$ cat src/rtl/demap_frame_ctrl.sv
// Purpose : frame alignment for a 4-row x COLS line stream. Hunts for FAS,
//           confirms it over SYNC_CNT frames, then tags each byte with its
//           row/col and declares loss of frame after LOF_CNT missed FAS.
// Latency : every output is registered, 1 cycle from the input beat.
// Backpres: none. Beats with i_frame_data_valid=0 are gaps; the position
//           and the alignment state hold across gaps.
// Ports   : i_clk, i_rst_n (async, active-low); i_frame_data[7:0],
//           i_frame_data_valid, i_frame_data_fas in; o_frame_data[7:0],
//           o_frame_data_valid, o_frame_data_fas, o_row_cnt[1:0],
//           o_col_cnt[10:0], o_in_frame, o_lof out.
// Option  : define DEMAP_FRAME_CTRL_STATS_EN to add o_frame_cnt[15:0]
//           (wrapping count of locked frames) and o_miss_cnt[15:0]
//           (saturating count of FAS misses while locked).
module demap_frame_ctrl #(
  parameter int COLS     = 1041,
  parameter int SYNC_CNT = 2,
  parameter int LOF_CNT  = 3
) (
  input  logic        i_clk,
  input  logic        i_rst_n,
  input  logic [7:0]  i_frame_data,
  input  logic        i_frame_data_valid,
  input  logic        i_frame_data_fas,
  output logic [7:0]  o_frame_data,
  output logic        o_frame_data_valid,
  output logic        o_frame_data_fas,
  output logic [1:0]  o_row_cnt,
  output logic [10:0] o_col_cnt,
`ifdef DEMAP_FRAME_CTRL_STATS_EN
  output logic [15:0] o_frame_cnt,
  output logic [15:0] o_miss_cnt,
`endif
  output logic        o_in_frame,
  output logic        o_lof
);

  typedef enum logic [1:0] {HUNT = 2'd0, PRESYNC = 2'd1, SYNC = 2'd2} state_t;

  localparam logic [10:0] COL_LAST = 11'(COLS - 1);
  localparam logic [2:0]  SYNC_N   = 3'(SYNC_CNT);
  localparam logic [2:0]  LOF_N    = 3'(LOF_CNT);

  state_t      state_q, state_d;
  logic [2:0]  good_q, good_d;
  logic [2:0]  miss_q, miss_d;
  // Position the next valid beat will occupy.
  logic [1:0]  pos_row_q;
  logic [10:0] pos_col_q;

  logic        realign;
  logic        expected;
  logic [1:0]  beat_row;
  logic [10:0] beat_col;

  logic [7:0]  data_d;
  logic        vld_d, fas_d, in_frame_d, lof_d;
  logic [1:0]  row_d;
  logic [10:0] col_d;

  assign expected = i_frame_data_valid && (pos_row_q == 2'd0) && (pos_col_q == 11'd0);

  // A realigning FAS beat is itself (0,0); otherwise the beat takes the tracked position.
  assign beat_row = realign ? 2'd0  : pos_row_q;
  assign beat_col = realign ? 11'd0 : pos_col_q;

  // State register
  always_ff @(posedge i_clk or negedge i_rst_n) begin
    if (!i_rst_n) begin
      state_q <= HUNT;
      good_q  <= 3'd0;
      miss_q  <= 3'd0;
    end else begin
      state_q <= state_d;
      good_q  <= good_d;
      miss_q  <= miss_d;
    end
  end

  // Next-state logic
  always_comb begin
    state_d = state_q;
    good_d  = good_q;
    miss_d  = miss_q;
    realign = 1'b0;
    case (state_q)
      HUNT: begin
        if (i_frame_data_valid && i_frame_data_fas) begin
          state_d = PRESYNC;
          good_d  = 3'd0;
          realign = 1'b1;
        end
      end
      PRESYNC: begin
        if (expected) begin
          if (i_frame_data_fas) begin
            good_d = good_q + 3'd1;
            if (good_q + 3'd1 == SYNC_N) begin
              state_d = SYNC;
              miss_d  = 3'd0;
            end
          end else begin
            state_d = HUNT;
          end
        end else if (i_frame_data_valid && i_frame_data_fas) begin
          // FAS off the expected grid: restart confirmation from this beat.
          good_d  = 3'd0;
          realign = 1'b1;
        end
      end
      SYNC: begin
        // FAS away from (0,0) is ignored once locked.
        if (expected) begin
          if (i_frame_data_fas) begin
            miss_d = 3'd0;
          end else if (miss_q + 3'd1 == LOF_N) begin
            state_d = HUNT;
            miss_d  = 3'd0;
          end else begin
            miss_d = miss_q + 3'd1;
          end
        end
      end
      default: state_d = HUNT;
    endcase
  end

  // Output logic (D side of the output registers)
  always_comb begin
    data_d     = i_frame_data;
    vld_d      = i_frame_data_valid && (state_d == SYNC);
    fas_d      = vld_d && (beat_row == 2'd0) && (beat_col == 11'd0);
    in_frame_d = (state_d == SYNC);
    lof_d      = (state_q == SYNC) && (state_d == HUNT);
    row_d      = i_frame_data_valid ? beat_row : o_row_cnt;
    col_d      = i_frame_data_valid ? beat_col : o_col_cnt;
  end

  // Position tracker and output registers
  always_ff @(posedge i_clk or negedge i_rst_n) begin
    if (!i_rst_n) begin
      pos_row_q          <= 2'd0;
      pos_col_q          <= 11'd0;
      o_frame_data       <= 8'd0;
      o_frame_data_valid <= 1'b0;
      o_frame_data_fas   <= 1'b0;
      o_row_cnt          <= 2'd0;
      o_col_cnt          <= 11'd0;
      o_in_frame         <= 1'b0;
      o_lof              <= 1'b0;
    end else begin
      if (i_frame_data_valid) begin
        if (beat_col == COL_LAST) begin
          pos_col_q <= 11'd0;
          pos_row_q <= beat_row + 2'd1;
        end else begin
          pos_col_q <= beat_col + 11'd1;
          pos_row_q <= beat_row;
        end
      end
      o_frame_data       <= data_d;
      o_frame_data_valid <= vld_d;
      o_frame_data_fas   <= fas_d;
      o_row_cnt          <= row_d;
      o_col_cnt          <= col_d;
      o_in_frame         <= in_frame_d;
      o_lof              <= lof_d;
    end
  end

`ifdef DEMAP_FRAME_CTRL_STATS_EN
  always_ff @(posedge i_clk or negedge i_rst_n) begin
    if (!i_rst_n) begin
      o_frame_cnt <= 16'd0;
      o_miss_cnt  <= 16'd0;
    end else if ((state_q == SYNC) && expected) begin
      if (i_frame_data_fas) begin
        o_frame_cnt <= o_frame_cnt + 16'd1;
      end else if (o_miss_cnt != 16'hFFFF) begin
        o_miss_cnt <= o_miss_cnt + 16'd1;
      end
    end
  end
`endif

endmodule

$ cat config.mk
export PLATFORM = sky130hd
export DESIGN_NAME = demap_frame_ctrl
export DESIGN_NICKNAME = d
export VERILOG_FILES = /design/src/rtl/demap_frame_ctrl.sv
export SDC_FILE = /design/constraint.sdc
export NUM_CORES = 1
export LEC_CHECK = 0
export BUFFER_PORTS_ARGS = -buffer_cell sky130_fd_sc_hd__buf_2
export CORE_ASPECT_RATIO = 0.75
export CORE_MARGIN = 3
export CORE_UTILIZATION = 56
export CTS_CLUSTER_DIAMETER = 80
export DETAILED_ROUTE_END_ITERATION = 16
export GPL_TIMING_DRIVEN = 0
export PLACE_DENSITY = 0.79
export SLEW_MARGIN = 15
export SYNTH_ARGS = -nofsm -noshare
export SYNTH_HDL_FRONTEND = slang
export SYNTH_SLANG_ARGS = --single-unit
$ cat constraint.sdc
create_clock -name i_clk -period 2.25 [get_ports i_clk]
set_input_delay 0.1125 -clock i_clk [delete_from_list [all_inputs] [get_ports i_clk]]
set_output_delay 0.1125 -clock i_clk [all_outputs]
set_load 0.005 [all_outputs]
==> results.toml, run 1 <==
[cells_and_area]
finalNonFillerCells = 336
drive_gt1_share_pct = 25.4
nFillCells = 286
final_nets = 302
final_area_um2 = 2820
area_delta_synth_final_pct = 19.9
n_antenna_cell = 0

[sta]
hold_viol = 0
maxSlewViolCount = 0
setup_violations = 0
timing.fmax_ghz = 0.477
relSlewSlack_pct = 34.8
fin_crit_sh_pct = 93.2
tns_ns = 0
skew_ns = 0.00870
finalCriticalPeriod_ns = 2.10
tightest_slew_ns = 0.979

[setup_path]
path_class = "flip-flop to flip-flop"
r2r-start = "state_q[1]$_DFF_PN0_"
worstRegToRegCells = 7
arrival_ns = 2.29
path_cells = "nand3b_1, nand2_1, inv_1, ha_1, nand3_2, or4_1, a31o_1"
cp_num_buf_inv = 1
cp_top_family = "simple AND/OR/NAND/NOR gates"
crit_slowest_cell = "or4_1"
rr_endpoint = "pos_col_q[8]$_DFFE_PN0P_"
cp_max_fo = 6
start_kind = "flip-flop"
r2r_slack_ns = 0.15
cp_slowest_stage_delay_ns = 0.47
worstPathRequired_ns = 2.44
worstSetupEndpointType = "flip-flop"

[die]
ios = 37
die_h_um = 62.1
rows = 19
fp.dieW_um = 80.8
initial_utilization_pct = 61.1
dieArea_um2 = 5020
core_um2 = 3850

[cts]
numCtsBuffers = 5
cts_tree = "built"
cts_root_buffer = "clkbuf_8"
clkTransAtPathRegs_ns = 0.09
numClockSinks = 46
cts_buffer_depth = 2
clkLatencyLatePin_ns = 0.31
htreeDepth = 2

[drt]
detail-route-antenna-nets = 0
drc = 0
finalWirelength_um = 5380
routedWlPerCell_um = 16.0
firstDrtPassIters = 4
vias_per_cell = 5.91
vias = 1986
drt_iter0_markers = 156

[synth]
yosysTopAreaCell = "dfrtp_1"
synth_area_um2 = 2350
synth_top_area_share_pct = 48.9
synth_nets = 246
synth_edf_count = 0
syn_area_per_cell_um2 = 10.4
synth_top_cells_by_area = "dfrtp_1, nand2_1, ha_1"
synthFlopType = "dfrtp_1"
synth-seq-cells = 46
async_flop_share_pct = 100
synth_cells = 227
synth_most_common_cell = "dfrtp_1"
yosys-top-cells-count = "dfrtp_1, nand2_1, o21ai_0, inv_1, nor2_1"
yosys.cell_types.count = 52
yosysSeqAreaShare_pct = 48.9
yosys_warnings = 0

[run_status]
outcome = "finished, final reports clean"

[run]
maxCapViolCount = 0

[global_route]
grt_pass1_wl_um = 9000
grt_usage_pct = 23.2
antenna_found_initial = 0
overflow = 0
grt_max_degree = 47
grt_pass1_vias = 1922

[placement]
dp_hpwl_um = 3600
io_buffers = 36
dpl_cell_area_um2 = 2600
dpl.cell_count = 315
gp_congestion = 0.852

[pwr]
p_per_area_nw_per_um2 = 669
ir_drop_mv = 0.526
leakagePower_nw = 1.30

[hold_path]
hold_end = "state_q[0]$_DFF_PN0_"
hp-start = "i_frame_data_fas"
holdCritPathClass = "input port to flip-flop"
hold_depth = 3
==> sequential cells by signal, summed over array words and instances (netlist names) <==
name	count
good_q	3
miss_q	3
o_col_cnt	11
o_frame_data	8
o_frame_data_fas	1
o_frame_data_valid	1
o_in_frame	1
o_lof	1
o_row_cnt	2
pos_col_q	11
pos_row_q	2
state_q	2
==> worst max path at each step <==
| stage | to | startpoint | slack [ns] | cells after the start |
|---|---|---|---|---|
| finish | pos_col_q[8]$_DFFE_PN0P_ | state_q[1]$_DFF_PN0_ | 0.15 | 7 |
| floorplan | pos_col_q[8]$_DFFE_PN0P_ | state_q[1]$_DFF_PN0_ | 0.38 | 7 |
| global route | pos_col_q[10]$_DFFE_PN0P_ | state_q[1]$_DFF_PN0_ | -0.02 | 8 |
| global placement | pos_col_q[6]$_DFFE_PN0P_ | i_frame_data_valid | -0.17 | 9 |
| CTS | pos_col_q[8]$_DFFE_PN0P_ | state_q[1]$_DFF_PN0_ | 0.04 | 7 |
| detailed placement | pos_col_q[10]$_DFFE_PN0P_ | i_frame_data_valid | -0.21 | 9 |
==> metrics by stage <==
step | setup slack [ns] | util (%) | hold slack, ns | total power [mW]
finish | 0.152 | 73.3 | 0.105 | 1.89
global route | -0.0153 | 73.3 | 0.117 | 1.99
CTS | 0.0380 | 72.3 | 0.104 | 1.88
detailed placement | -0.209 | 67.4 | 0.222 | 1.33
global placement | -0.165 | 67.4 | 0.221 | 1.32
floorplan | 0.379 | - | -0.183 | 1.21
==> cells by family after synthesis <==
| group | share of synthesized area, % |
|---|---|
| compound gates | 15.7 |
| xor+xnor | 1.49 |
| fa+ha+maj | 3.72 |
| buf+inv | 4.52 |
| flops | 48.9 |
| mux | 1.91 |
| simple gates | 23.7 |
==> layout make-up <==
type | instances | area, µm² | area share, %
Inverter | 11 | 41.3 | 1.46
Clock inverter | 1 | 8.76 | 0.310
Multi-Input combinational cell | 157 | 1100 | 39.0
Sequential cell | 46 | 1150 | 40.8
Clock buffer | 7 | 86.3 | 3.06
Timing Repair Buffer | 50 | 308 | 10.9
Tap cell | 52 | 65.1 | 2.31
Buffer | 12 | 61.3 | 2.17
==> tightest hold or removal path: stages <==
cell      delay, ns
buf_2          0.13
o221ai_1       0.07
a21oi_1        0.06
==> where the power goes <==
| group | total, mW | internal, mW | switching, mW |
|---|---|---|---|
| clock | 0.536 | 0.254 | 0.282 |
| combinational | 0.402 | 0.161 | 0.241 |
| sequential | 0.949 | 0.893 | 0.0553 |
| total | 1.89 | 1.31 | 0.579 |
==> placed cells by master (no fill, tap or decap), types with 7 or more instances in the layout <==
| cell type | instances |
|---|---|
| buf_2 | 40 |
| nor3_1 | 7 |
| nand2_1 | 32 |
| a21oi_1 | 7 |
| inv_1 | 10 |
| nor2_1 | 10 |
| dlygate4sd3_1 | 9 |
| o21ai_0 | 11 |
| o2bb2ai_1 | 8 |
| ha_1 | 7 |
| dfrtp_1 | 46 |
==> timing repair <==
item                       in CTS  in global routing
resized for setup               0                  1
setup buffers                   0                  5
hold endpoints to repair       15                  0
hold buffers                    9                  0
setup endpoints to repair       0                  9
==> metal layers <==
metal | up-vias | track usage [%] | routed length [µm]
li1 | 937 | - | -
met1 | 960 | 32.8 | 2430
met2 | 76 | 33.7 | 2450
met3 | 13 | 7.95 | 378
met4 | 0 | 6.96 | 125
met5 | - | 0 | 0
No activity file was read; power rests on OpenSTA's default activity.
==> run 2: changes to the inputs <==
- PLACE_DENSITY: 0.79 -> 0.88
- SLEW_MARGIN: 15 -> not set
==> run 2 against run 1 <==
Net effect: the flow now finishes with violations (hold timing); count of clock-buffer cells in the layout is 2 lower; non-clock buffer count is 1 lower; final cell count is 0.30% lower; register-to-register slack worse by 0.10 ns; critical path depth stayed put; power is 1.7% lower; cell area is 0.31% lower; global-route usage is 0.66 points lower; largest power group unchanged; highest routed layer unchanged.
==> results.toml, run 2 (same netlist as run 1, synthesis figures left out) <==
[cells_and_area]
utilization_pct = 73.0
multiInputGateArea_um2 = 1110
drive_gt1_share_pct = 26.5
n_antenna_cell = 0
layout_commonest_cell = "dfrtp_1"
reg_top3 = "o_col_cnt x11, pos_col_q x11, o_frame_data x8"
final_nets = 301
final_area_um2 = 2810
nFillCells = 285
finalNonFillerCells = 335
final_cell_mix = "dfrtp_1, buf_2, nand2_1"
seq_area_um2 = 1150
area_delta_synth_final_pct = 19.6

[setup_path]
crit_slowest_cell = "dfrtp_1"
worstRegToRegCells = 7
cp_max_fo = 7
path_class = "flip-flop to flip-flop"
worstPathRequired_ns = 2.43
r2r-start = "state_q[1]$_DFF_PN0_"
crit_path_frequent_cell = "nand2_1"
arrival_ns = 2.38
start_kind = "flip-flop"
cp_slowest_stage_delay_ns = 0.43
r2r_slack_ns = 0.05
rr_endpoint = "pos_row_q[0]$_DFFE_PN0P_"
worstSetupEndpointType = "flip-flop"
path_cells = "nand3b_1, nand2_1, ha_1, nand3_2, nor4_4, nand2_1, xor2_1"

[cts]
numCtsBuffers = 5
cts_root_buffer = "clkbuf_8"
clkTransAtPathRegs_ns = 0.09
cts_tree = "built"
htreeDepth = 2
clkLatencyLatePin_ns = 0.30
cts_buffer_depth = 2
numClockSinks = 46

[run_status]
failed_checks = "hold timing"
outcome = "finished with violations"

[sta]
skew_ns = 0.00903
setup_violations = 0
fin_crit_sh_pct = 97.7
maxSlewViolCount = 0
relSlewSlack_pct = 34.6
whs_ns = -0.0388
tightest_slew_ns = 0.982
hold_viol = 46
finalCriticalPeriod_ns = 2.20
timing.fmax_ghz = 0.455

[pwr]
p_per_area_nw_per_um2 = 659
ir_drop_mv = 0.617
leakagePower_nw = 1.30

[placement]
dpl_cell_area_um2 = 2600
io_buffers = 36
dpl.cell_count = 315
gp_congestion = 0.899
dp_hpwl_um = 3710

[die]
fp.dieW_um = 80.8
die_h_um = 62.1
dieArea_um2 = 5020
ios = 37
rows = 19
initial_utilization_pct = 61.1
core_um2 = 3850

[global_route]
antenna_found_initial = 0
grt_pass1_wl_um = 9090
grt_pass1_vias = 1901
grt_max_degree = 47
overflow = 0
grt_usage_pct = 22.6

[drt]
detail-route-antenna-nets = 0
drt_iter0_markers = 222
vias_per_cell = 6.10
finalWirelength_um = 5550
firstDrtPassIters = 5
vias = 2042
routedWlPerCell_um = 16.6
drc = 0

[run]
maxCapViolCount = 0

[hold_path]
holdCritPathClass = "input port to async pin"
-- run 2: cell count changes in the layout (fill, tap and decap cells not counted), sizes merged --
cell / change
buf: -1
clkbuf: -1
clkinv: +2
dlygate4sd3: -1
-- run 2: worst max-delay path, delay by kind of cell (launching register included) --
family | cells | cell delay (ns)
XOR/XNOR | 1 | 0.19
adder cells (fa/ha/maj) | 1 | 0.21
flip-flops | 1 | 0.43
AND/OR/NAND/NOR | 5 | 1.25
-- run 2: layout make-up --
type                       instances  area share (%)
buffer                            13            2.31
clock buffer                       5            2.45
clock inverter                     3           0.667
inverter                          11            1.47
multi-input combinational        157            39.5
sequential                        46            40.9
tap                               52            2.31
timing repair buffer              48            10.3
-- run 2: stage by stage --
step | TNS (ns) | worst slack (ns) | power [mW]
floorplan | 0 | 0.379 | 1.21
detailed placement | -0.911 | -0.145 | 1.33
finish | 0 | 0.0520 | 1.85
CTS | 0 | 0.0639 | 1.84
global route | -0.0564 | -0.0194 | 1.94
global placement | -0.866 | -0.110 | 1.32
-- run 2: worst max path at each step --
stage | from | end | slack, ns | cells past startpoint
after detailed placement | i_frame_data_valid | pos_row_q[0]$_DFFE_PN0P_ | -0.14 | 9
after global routing | state_q[1]$_DFF_PN0_ | pos_row_q[1]$_DFFE_PN0P_ | -0.02 | 8
after CTS | state_q[1]$_DFF_PN0_ | pos_row_q[0]$_DFFE_PN0P_ | 0.06 | 7
final | state_q[1]$_DFF_PN0_ | pos_row_q[0]$_DFFE_PN0P_ | 0.05 | 7
after global placement | i_frame_data_valid | pos_col_q[6]$_DFFE_PN0P_ | -0.11 | 9
after floorplan | state_q[1]$_DFF_PN0_ | pos_col_q[8]$_DFFE_PN0P_ | 0.38 | 7
-- run 2: report_power, final --
part / total (mW) / leakage, nW / internal [mW] / switching (mW)
clock: 0.507 / 0.0483 / 0.219 / 0.288
sequential: 0.943 / 0.582 / 0.893 / 0.0498
combinational: 0.404 / 0.666 / 0.158 / 0.246
-- run 2: per-layer routing --
metal	up-vias	GRT usage (%)	routed length, µm
met4	0	2.95	10
met3	2	4.77	429
met2	100	36.3	2730
li1	940	-	-
met5	-	0	0
met1	1000	32.3	2380
-- run 2: what timing repair did --
action / 4_1_cts / 5_1_grt
hold endpoints to repair: 8 / 0
hold buffers: 8 / 0
endpoints found under the setup margin: 0 / 9
resized for setup: 0 / 4
buffers inserted: 0 / 4
==> run 3: changes to the inputs <==
- CORE_UTILIZATION: 56 -> 54
- GPL_TIMING_DRIVEN: 0 -> not set
- PLACE_DENSITY: 0.88 -> 0.86
==> run 3 against run 2 <==
Net effect: the flow now finishes without violations; critical path type unchanged; first-iteration DRC count decreased by 41%; clock power increased by 3%; register-to-register slack improved by 0.21 ns.
==> results.toml, run 3 (same netlist as run 1, synthesis figures left out) <==
[die]
fp.dieW_um = 82.2
core_um2 = 4130
ios = 37
rows = 20
initial_utilization_pct = 57.0
dieArea_um2 = 5190
die_h_um = 63.2

[global_route]
grt_max_degree = 27
overflow = 0
use_met3_pct = 6.29
antenna_found_initial = 0
grt_use_met1_pct = 31.8
use_met2_pct = 34.5
grt_usage_pct = 23.1
grt_pass1_wl_um = 9090
grt_pass1_vias = 1888
top_usage_layer = "met2"

[pwr]
p_per_area_nw_per_um2 = 670
fin_total_pwr_mw = 1.86
pwr-share-seq_pct = 52.9
ir_drop_mv = 0.571
p_sw_mw = 0.591
switching_share_pct = 31.8
pwr-share-comb_pct = 19.0
p_int_mw = 1.27
clkPwrFrac_pct = 28.1
leakagePower_nw = 1.27

[sta]
relSlewSlack_pct = 65.7
finalWorstSetupSlack_ns = 0.257
timing.fmax_ghz = 0.502
rsz0062_at_grt = "no"
tns_ns = 0
tightest_slew_ns = 0.510
hold_viol = 0
setup_violations = 0
maxSlewViolCount = 0
fin_crit_sh_pct = 88.6
finalCriticalPeriod_ns = 1.99
skew_ns = 0.00881

[cells_and_area]
seq_area_um2 = 1150
nFillCells = 312
multiInputGateArea_um2 = 1090
drive_gt1_share_pct = 24.8
final_cell_mix = "dfrtp_1, buf_2, nand2_1"
finalNonFillerCells = 329
final_nets = 292
layout_commonest_cell = "dfrtp_1"
n_antenna_cell = 0
final_area_um2 = 2770
area_delta_synth_final_pct = 17.8
reg_top3 = "o_col_cnt x11, pos_col_q x11, o_frame_data x8"

[drt]
detail-route-antenna-nets = 0
vias_per_cell = 5.97
firstDrtPassIters = 5
routedWlPerCell_um = 16.8
drt_iter0_markers = 131
drc = 0
finalWirelength_um = 5530
vias = 1963

[placement]
dp_slack_ns = 0.313
dpl_cell_area_um2 = 2590
gp_congestion = 0.927
dpl.cell_count = 312
io_buffers = 36
dp_hpwl_um = 3670

[setup_path]
arrival_ns = 2.17
path_class = "flip-flop to flip-flop"
cp_max_fo = 8
worstSetupEndpointType = "flip-flop"
start_kind = "flip-flop"
worstPathRequired_ns = 2.43

[cts]
cts_tree = "built"
numClockSinks = 46
clkLatencyLatePin_ns = 0.31
cts_buffer_depth = 2
clkTransAtPathRegs_ns = 0.09
htreeDepth = 2
numCtsBuffers = 5
cts-resized-gates = 0
cts_root_buffer = "clkbuf_8"

[run]
maxCapViolCount = 0

[hold_path]
holdCritPathClass = "input port to flip-flop"

[run_status]
outcome = "finished, final reports clean"
run 3: power groups by stage:
stage | clock [mW] | sequential (mW) | combinational [mW]
floorplan | 0 | 0.952 | 0.255
global placement | 0 | 0.991 | 0.322
detailed placement | 0 | 0.992 | 0.332
CTS | 0.539 | 0.977 | 0.348
global route | 0.566 | 0.991 | 0.388
finish | 0.523 | 0.981 | 0.353
run 3: critical path, cell delays in order, from the launching register on:
cell and delay [ns]:
dfrtp_1 0.43, nor4b_2 0.50, nand4_2 0.29, o31ai_1 0.51, a21oi_1 0.13
run 3: path summary, 6_finish.rpt:
| check | start | endpoint | slack [ns] | depth (start not counted) |
|---|---|---|---|---|
| max reg2reg | pos_row_q[1]$_DFFE_PN0P_ | o_frame_data_valid$_DFF_PN0_ | 0.26 | 4 |
| min in group asynchronous | i_rst_n | miss_q[1]$_DFFE_PN0P_ | 0.28 | 2 |
| max | pos_row_q[1]$_DFFE_PN0P_ | o_frame_data_valid$_DFF_PN0_ | 0.26 | 4 |
| min | i_frame_data_fas | state_q[0]$_DFF_PN0_ | 0.12 | 3 |
| max in group asynchronous | i_rst_n | pos_col_q[9]$_DFFE_PN0P_ | 1.27 | 3 |
| min reg2reg | o_row_cnt[0]$_DFFE_PN0P_ | o_row_cnt[0]$_DFFE_PN0P_ | 0.49 | 2 |
run 3: layer usage:
layer / vias up / routed length, µm
met5: - / 0
met4: 0 / 125
met3: 14 / 358
met2: 75 / 2530
met1: 960 / 2510
li1: 914 / -
run 3: cell type report:
cell class	instances	share of cell area, %
Clock buffer	5	2.48
Clock inverter	3	0.858
Inverter	11	1.49
Multi-Input combinational cell	157	39.5
Sequential cell	46	41.5
Tap cell	55	2.48
Timing Repair Buffer	52	11.6
run 3: metrics by stage:
step | hold slack, ns | utilization [%]
2_1_floorplan | -0.183 | -
3_3_place_gp | 0.0833 | 62.7
3_5_place_dp | 0.0873 | 62.7
4_1_cts | 0.115 | 67.1
5_1_grt | 0.137 | 67.1
6_report | 0.125 | 67.1
run 3: timing repair:
| item | in CTS | in global routing |
|---|---|---|
| hold endpoints to repair | 28 | 0 |
| buffers inserted | 0 | 0 |
| hold buffers | 9 | 0 |
